File: src/rtl/branch_pc_unit.sv
// Program counter with fetch increment, jump-register load and two-step
// conditional branch resolution that waits one cycle for the CON flag.
module branch_pc_unit #(
    parameter logic [31:0] RESET_PC = 32'h0000_0000,
    parameter int          OFFSET_W = 19
) (
    input  logic                clock,
    input  logic                reset_n,
    input  logic                pc_inc,
    input  logic                jr_req,
    input  logic [31:0]         jr_target,
    input  logic                br_req,
    input  logic [OFFSET_W-1:0] br_offset,
    input  logic                con_out,
    output logic [31:0]         pc_out,
    output logic                busy,
    output logic                br_done,
    output logic                br_taken
);

    typedef enum logic [0:0] {
        IDLE     = 1'b0,
        WAIT_CON = 1'b1
    } state_t;

    state_t                state_q, state_d;
    logic [31:0]           pc_q, pc_d;
    logic [OFFSET_W-1:0]   offset_q, offset_d;
    logic                  br_done_q, br_done_d;
    logic                  br_taken_q, br_taken_d;

    function automatic logic [31:0] sext_offset(input logic [OFFSET_W-1:0] off);
        return {{(32-OFFSET_W){off[OFFSET_W-1]}}, off};
    endfunction

    // Next-state logic: one request per IDLE cycle, CON sampled in WAIT_CON
    always_comb begin
        state_d    = state_q;
        pc_d       = pc_q;
        offset_d   = offset_q;
        br_done_d  = 1'b0;
        br_taken_d = 1'b0;
        case (state_q)
            IDLE: begin
                if (jr_req) begin
                    pc_d = jr_target;
                end else if (br_req) begin
                    offset_d = br_offset;
                    state_d  = WAIT_CON;
                end else if (pc_inc) begin
                    pc_d = pc_q + 32'd1;
                end else begin
                    pc_d = pc_q;
                end
            end
            WAIT_CON: begin
                state_d   = IDLE;
                br_done_d = 1'b1;
                // Offset is relative to the already-incremented fetch PC
                if (con_out) begin
                    pc_d       = pc_q + sext_offset(offset_q);
                    br_taken_d = 1'b1;
                end else begin
                    pc_d = pc_q;
                end
            end
            default: begin
                state_d = IDLE;
            end
        endcase
    end

    // State, PC and status-pulse registers
    always_ff @(posedge clock or negedge reset_n) begin
        if (!reset_n) begin
            state_q    <= IDLE;
            pc_q       <= RESET_PC;
            offset_q   <= {OFFSET_W{1'b0}};
            br_done_q  <= 1'b0;
            br_taken_q <= 1'b0;
        end else begin
            state_q    <= state_d;
            pc_q       <= pc_d;
            offset_q   <= offset_d;
            br_done_q  <= br_done_d;
            br_taken_q <= br_taken_d;
        end
    end

    assign pc_out   = pc_q;
    assign busy     = (state_q == WAIT_CON);
    assign br_done  = br_done_q;
    assign br_taken = br_taken_q;

endmodule

File: config.mk
export PLATFORM = sky130hd
export DESIGN_NAME = branch_pc_unit
export DESIGN_NICKNAME = d
export VERILOG_FILES = /design/src/rtl/branch_pc_unit.sv
export SDC_FILE = /design/constraint.sdc
export NUM_CORES = 1
export LEC_CHECK = 0
export ABC_AREA = 0
export ABC_CLOCK_PERIOD_IN_PS = 3600
export CAP_MARGIN = 20
export CORE_MARGIN = 2
export CORE_UTILIZATION = 53
export DETAILED_ROUTE_END_ITERATION = 8
export HOLD_SLACK_MARGIN = 0.08
export PLACE_DENSITY_LB_ADDON = 0.15
export SLEW_MARGIN = 10
export SYNTH_ARGS = -nofsm -noshare
export SYNTH_HDL_FRONTEND = slang
export SYNTH_SLANG_ARGS = --single-unit
File: constraint.sdc
create_clock -name clock -period 3.6 [get_ports clock]
set_input_delay 0.72 -clock clock [delete_from_list [all_inputs] [get_ports clock]]
set_output_delay 0.72 -clock clock [all_outputs]
set_load 0.05 [all_outputs]
## Word level (Yosys, flattened, before mapping)

Cells that the tools add are included.
W data, S select, Z words.

- Input bits: 57
- Output and inout bits: 35
- Register bits: 54

- Equal/unequal tests: 3
- $add $sub $neg: 2
- Muxes and demuxes: 11
- Bitwise gates (word level): 2
- Reductions and logical operators: 2

Operators with widths:

| cell | number |
|---|---|
| $mux W32 | 4 |
| $pmux W32 S2 | 1 |
| $add A32 B1 Y32 const B | 1 |
| $add A32 B32 Y32 | 1 |
| $ne A3 B3 Y1 const B | 2 |
| $reduce_and A3 Y1 | 2 |
| $mux W1 | 5 |
| $ne A2 B2 Y1 const B | 1 |
| $not A1 Y1 | 2 |
| $pmux W1 S2 | 1 |

## Depth between registers and ports, before layout

- Depth in word-level cells: 5
- Depth in mapped cells: 11
- Depth with buffers taken out: 11

## Worst setup path before layout

Ideal clock, no wire load.

- Path type: reg2reg
- Start: reg pc_q[0], in the netlist pc_out[0]
- End: reg pc_q[28], in the netlist pc_out[28]
- Arrival time: 3068 ps
- Setup slack: 437 ps
- Required time: 3506 ps
- Path buffers: 0
- Library setup time: 94 ps
- Cell stages (with the launch flop): 12
- Path through: dfrtp_1 > ha_1 > fa_1 > a21oi_1 > o211ai_2 > a31oi_2 > o31a_1 > o311a_1 > o31ai_1 > nand2_1 > mux2_4 > a221oi_2

- Cells in the longest elaborated chain, start to end: 5
- Elaborated cells on any way between the ends: 7

Ends and longest elaborated chain:

| element | RTL line | RTL |
|---|---|---|
| start, declared | 27 | `logic [31:0] pc_q, pc_d;` |
| start signal, assigned | 83 | `pc_q <= pc_d;` |
| $add A32 B1 Y32 | 51 | `pc_d = pc_q + 32'd1;` |
| $mux W32 | 50 | `end else if (pc_inc) begin` |
| $mux W32 | 47 | `end else if (br_req) begin` |
| $mux W32 | 45 | `if (jr_req) begin` |
| $pmux W32 S2 * | 43 | `case (state_q)` |

Every way passes the cells marked *; elsewhere a longest branch is shown, timed or not. The select of a mux whose other input is x is not followed.
A chain may end at the register's enable or synchronous reset.

## Worst setup path in the final report

- Start: reg pc_q[4], in the netlist pc_out[4]
- End: reg pc_q[21], in the netlist pc_out[21]

The elaborated chain is that of the path after synthesis.

==> flow_metrics.py <==
metrics = {
    "finish": {
        "final_nets": 774,
        "stdcell_count": 793,
        "drive_above_1_share_pct": 6.42,
        "num_antenna_cells": 0,
        "syn_to_final_growth_pct": 23.0,
    },
    "detailed_routing": {
        "firstDrtPassIters": 5,
        "drt_iter0_drc": 176,
        "finalWirelength_um": 14000,
        "via_per_inst": 6.15,
        "wl_per_cell_um": 17.7,
        "dr_total_vias": 4874,
        "drc": 0,
        "postRouteAntennaNets": 0,
    },
    "synth": {
        "async_flop_share_pct": 100,
        "synth_top_area_cell": "dfrtp_1",
        "muxShareOfSynthArea_pct": 6.89,
        "synthFlopType": "dfrtp_1",
        "synth-edff-count": 0,
        "synth_top_family_by_area": "compound AO/OA/AOI/OAI gates",
        "synth_nets": 698,
        "synth_top_area_share_pct": 28.2,
        "synth_common_cells": "74 x a21oi_1, 70 x nand2_1, 64 x nor2_1, 54 x dfrtp_1, 49 x o21ai_0",
        "synth_xor_area_share_pct": 8.77,
        "synth_compound_area_share_pct": 23.6,
        "synth_adder_area_share_pct": 8.77,
        "yosys-top-cells-area": "dfrtp_1 28%, ha_1 8.4%, a21oi_1 7.7%",
        "ys_seq_elements": 54,
        "synth_cells": 608,
        "synth_cell_types": 55,
        "synth-seq-area-share_pct": 28.2,
        "synth-simple-area-share_pct": 20.6,
        "synth.most_common_cell": "a21oi_1",
        "synth_area_per_cell_um2": 7.88,
        "ys_warn_count": 0,
        "syn-cell-area_mm2": 0.00479,
    },
    "sta": {
        "slew_viol_final": 0,
        "fin_worst_skew_ns": 0.00929,
        "clock.fmax_ghz": 0.303,
        "worst_slack_ns": 0.304,
        "setup_tns_ns": 0,
        "hold_violations": 0,
        "fin_crit_sh_pct": 91.6,
        "whs_ns": 0.459,
        "finalSetupViolations": 0,
        "layout_min_cycle_time_ns": 3.30,
        "tightestPinTransition_ns": 0.776,
        "slew_headroom_pct": 48.3,
        "rsz0062_at_grt": "no",
    },
    "critical_path": {
        "endpoint_kind": "flop",
        "critPathKind": "flop to flop",
        "rr_startpoint": "pc_out[4]",
        "reg2reg_to": "pc_out[21]",
        "cp.required_ns": 3.84,
        "reg2regPathDepth": 10,
        "start_kind": "flop",
        "cp.arrival_ns": 3.54,
        "cp-startpoint": "pc_out[4]",
        "worstPathMaxFanout": 7,
        "ff2ff_setup_slack_ns": 0.30,
    },
    "power_and_ir_drop": {
        "p_int_uw": 2020,
        "p_sw_uw": 2020,
        "peakVddDrop_v": 0.000369,
        "clkPwrFrac_pct": 10.9,
        "power_density_mw_per_mm2": 685,
        "p_seq_share_pct": 24.5,
        "pwr-share-comb_pct": 64.6,
        "p_leak_uw": 0.00246,
        "netSwitchingFraction_pct": 50.1,
    },
    "clocking": {
        "clk_pin_slew_ns": 0.11,
        "cts_setup_buffers": 0,
        "cts_hold_buf": 0,
        "insertion_delay_ns": 0.32,
        "cts_tree": "built",
        "cts_num_sinks": 54,
        "cts_root_buf": "clkbuf_8",
        "clockBufferDepth": 2,
        "post_cts_resized": 0,
        "htreeDepth": 2,
        "cts_made_buffers": 5,
    },
    "run": {
        "cap_violations": 0,
    },
    "placement": {
        "place_congestion": 0.942,
        "hpwl_um": 10500,
        "portBuffers": 91,
        "place_ws_ns": 0.466,
        "place.detailed.instances": 785,
    },
    "global_routing": {
        "grt_usage_pct": 28.5,
        "antenna_found_initial": 0,
        "grt_pass1_vias": 4708,
        "grt_first_pass_wirelength_um": 22800,
        "grt-ovfl-total": 0,
        "grt_max_degree": 34,
    },
    "floorplanning": {
        "core_area_mm2": 0.00876,
        "dieWidth_um": 99.1,
        "initial_core_util_pct": 54.7,
        "row_count": 34,
        "die_area_mm2": 0.00982,
        "io_pins": 92,
        "die_h_um": 99.1,
    },
    "run_status": {
        "outcome": "complete, no violations",
    },
    "hold_path": {
        "hp-class": "input port to asynchronous set/reset pin",
    },
}
## power by group through the flow
stage | clock network (uW) | logic, uW | registers [uW]
floorplan | 0 | 1520 | 1330
global route | 475 | 2840 | 1020
CTS | 450 | 2580 | 983
global placement | 0 | 2520 | 986
detailed placement | 0 | 2560 | 996
finish | 441 | 2610 | 988
## cell usage in the layout (no fill, tap or decap), types with 2 or more instances in the layout
| cell | synthesis | final |
|---|---|---|
| a211oi_1 | 3 | 3 |
| a21o_1 | 15 | 15 |
| a21oi_1 | 74 | 74 |
| a221oi_1 | 2 | 2 |
| a311o_1 | 2 | 2 |
| a311oi_1 | 3 | 3 |
| a31oi_1 | 6 | 6 |
| and2_1 | 3 | 3 |
| and3_1 | 14 | 14 |
| and4_1 | 2 | 2 |
| buf_2 | 0 | 2 |
| buf_4 | 0 | 9 |
| clkbuf_8 | 0 | 5 |
| clkdlybuf4s50_1 | 0 | 89 |
| dfrtp_1 | 54 | 54 |
| ha_1 | 32 | 32 |
| inv_1 | 9 | 9 |
| mux2_2 | 20 | 20 |
| mux2i_1 | 9 | 9 |
| nand2_1 | 70 | 70 |
| nand2b_1 | 5 | 5 |
| nand3_1 | 23 | 23 |
| nand4_1 | 10 | 10 |
| nor2_1 | 64 | 64 |
| nor2b_1 | 8 | 8 |
| nor3_1 | 7 | 7 |
| nor4_1 | 5 | 5 |
| o211ai_1 | 4 | 4 |
| o21a_1 | 2 | 2 |
| o21ai_0 | 49 | 49 |
| o21bai_1 | 2 | 2 |
| o221ai_1 | 4 | 4 |
| o31a_1 | 3 | 3 |
| o31ai_1 | 2 | 2 |
| or3_1 | 3 | 3 |
| xnor2_1 | 28 | 28 |
| xor2_1 | 20 | 20 |
## metrics by stage
stage / cell area, um2 / total power (uW) / utilization (%)
2_1_floorplan: 4790 / 2850 / -
3_3_place_gp: 5780 / 3510 / 66.0
3_5_place_dp: 5780 / 3560 / 66.0
4_1_cts: 5900 / 4010 / 67.3
5_1_grt: 5900 / 4330 / 67.3
6_report: 5900 / 4040 / 67.3
## area by class of cell
class	instances	area (um2)
clock buffer	5	68.8
fill	766	2870
multi-input combinational	513	3290
timing repair buffer	100	968
tap	108	135
sequential	54	1350
inverter	10	37.5
clock inverter	3	47.5
## worst max-delay path by stage
stage / endpoint / slack, ns
after detailed placement: pc_out[21] / 0.47
final: pc_out[21] / 0.30
after floorplan: pc_out[28] / 0.44
after global routing: pc_out[21] / 0.02
after CTS: pc_out[21] / 0.41
after global placement: pc_out[28] / 0.57
## kinds of logic (layout without fill, tap and decap cells)
family          Yosys count  in the layout
buf+inv                  41            118
xor+xnor                 48             48
compound gates          186            186
simple gates            216            216
mux                      30             30
fa+ha+maj                33             33
flops                    54             54
## flip-flops by register name (all words and copies together), names as in the netlist
register	count
offset_q	19
br_done	1
br_taken	1
pc_out	32
busy	1
## worst max-delay path, stage by stage, from the launching register on
cell     delay [ns]
dfrtp_1        0.47
ha_1           0.40
nand2_1        0.12
nor3_1         0.30
o21ai_0        0.19
o21ai_0        0.37
a21oi_1        0.22
o31ai_1        0.48
o31a_1         0.19
mux2_2         0.33
a21oi_1        0.15
## layer usage
| metal | routed length (um) | vias to the layer above | track usage [%] | part of all wire (%) |
|---|---|---|---|---|
| met2 | 6750 | 189 | 48.4 | 48 |
| met1 | 6170 | 2305 | 38.7 | 44 |
| met3 | 871 | 19 | 4.01 | 6.2 |
| met5 | 0 | - | 0 | 0 |
| li1 | - | 2361 | - | - |
| met4 | 215 | 0 | 6.95 | 1.5 |
No activity file was read; power rests on OpenSTA's default activity.
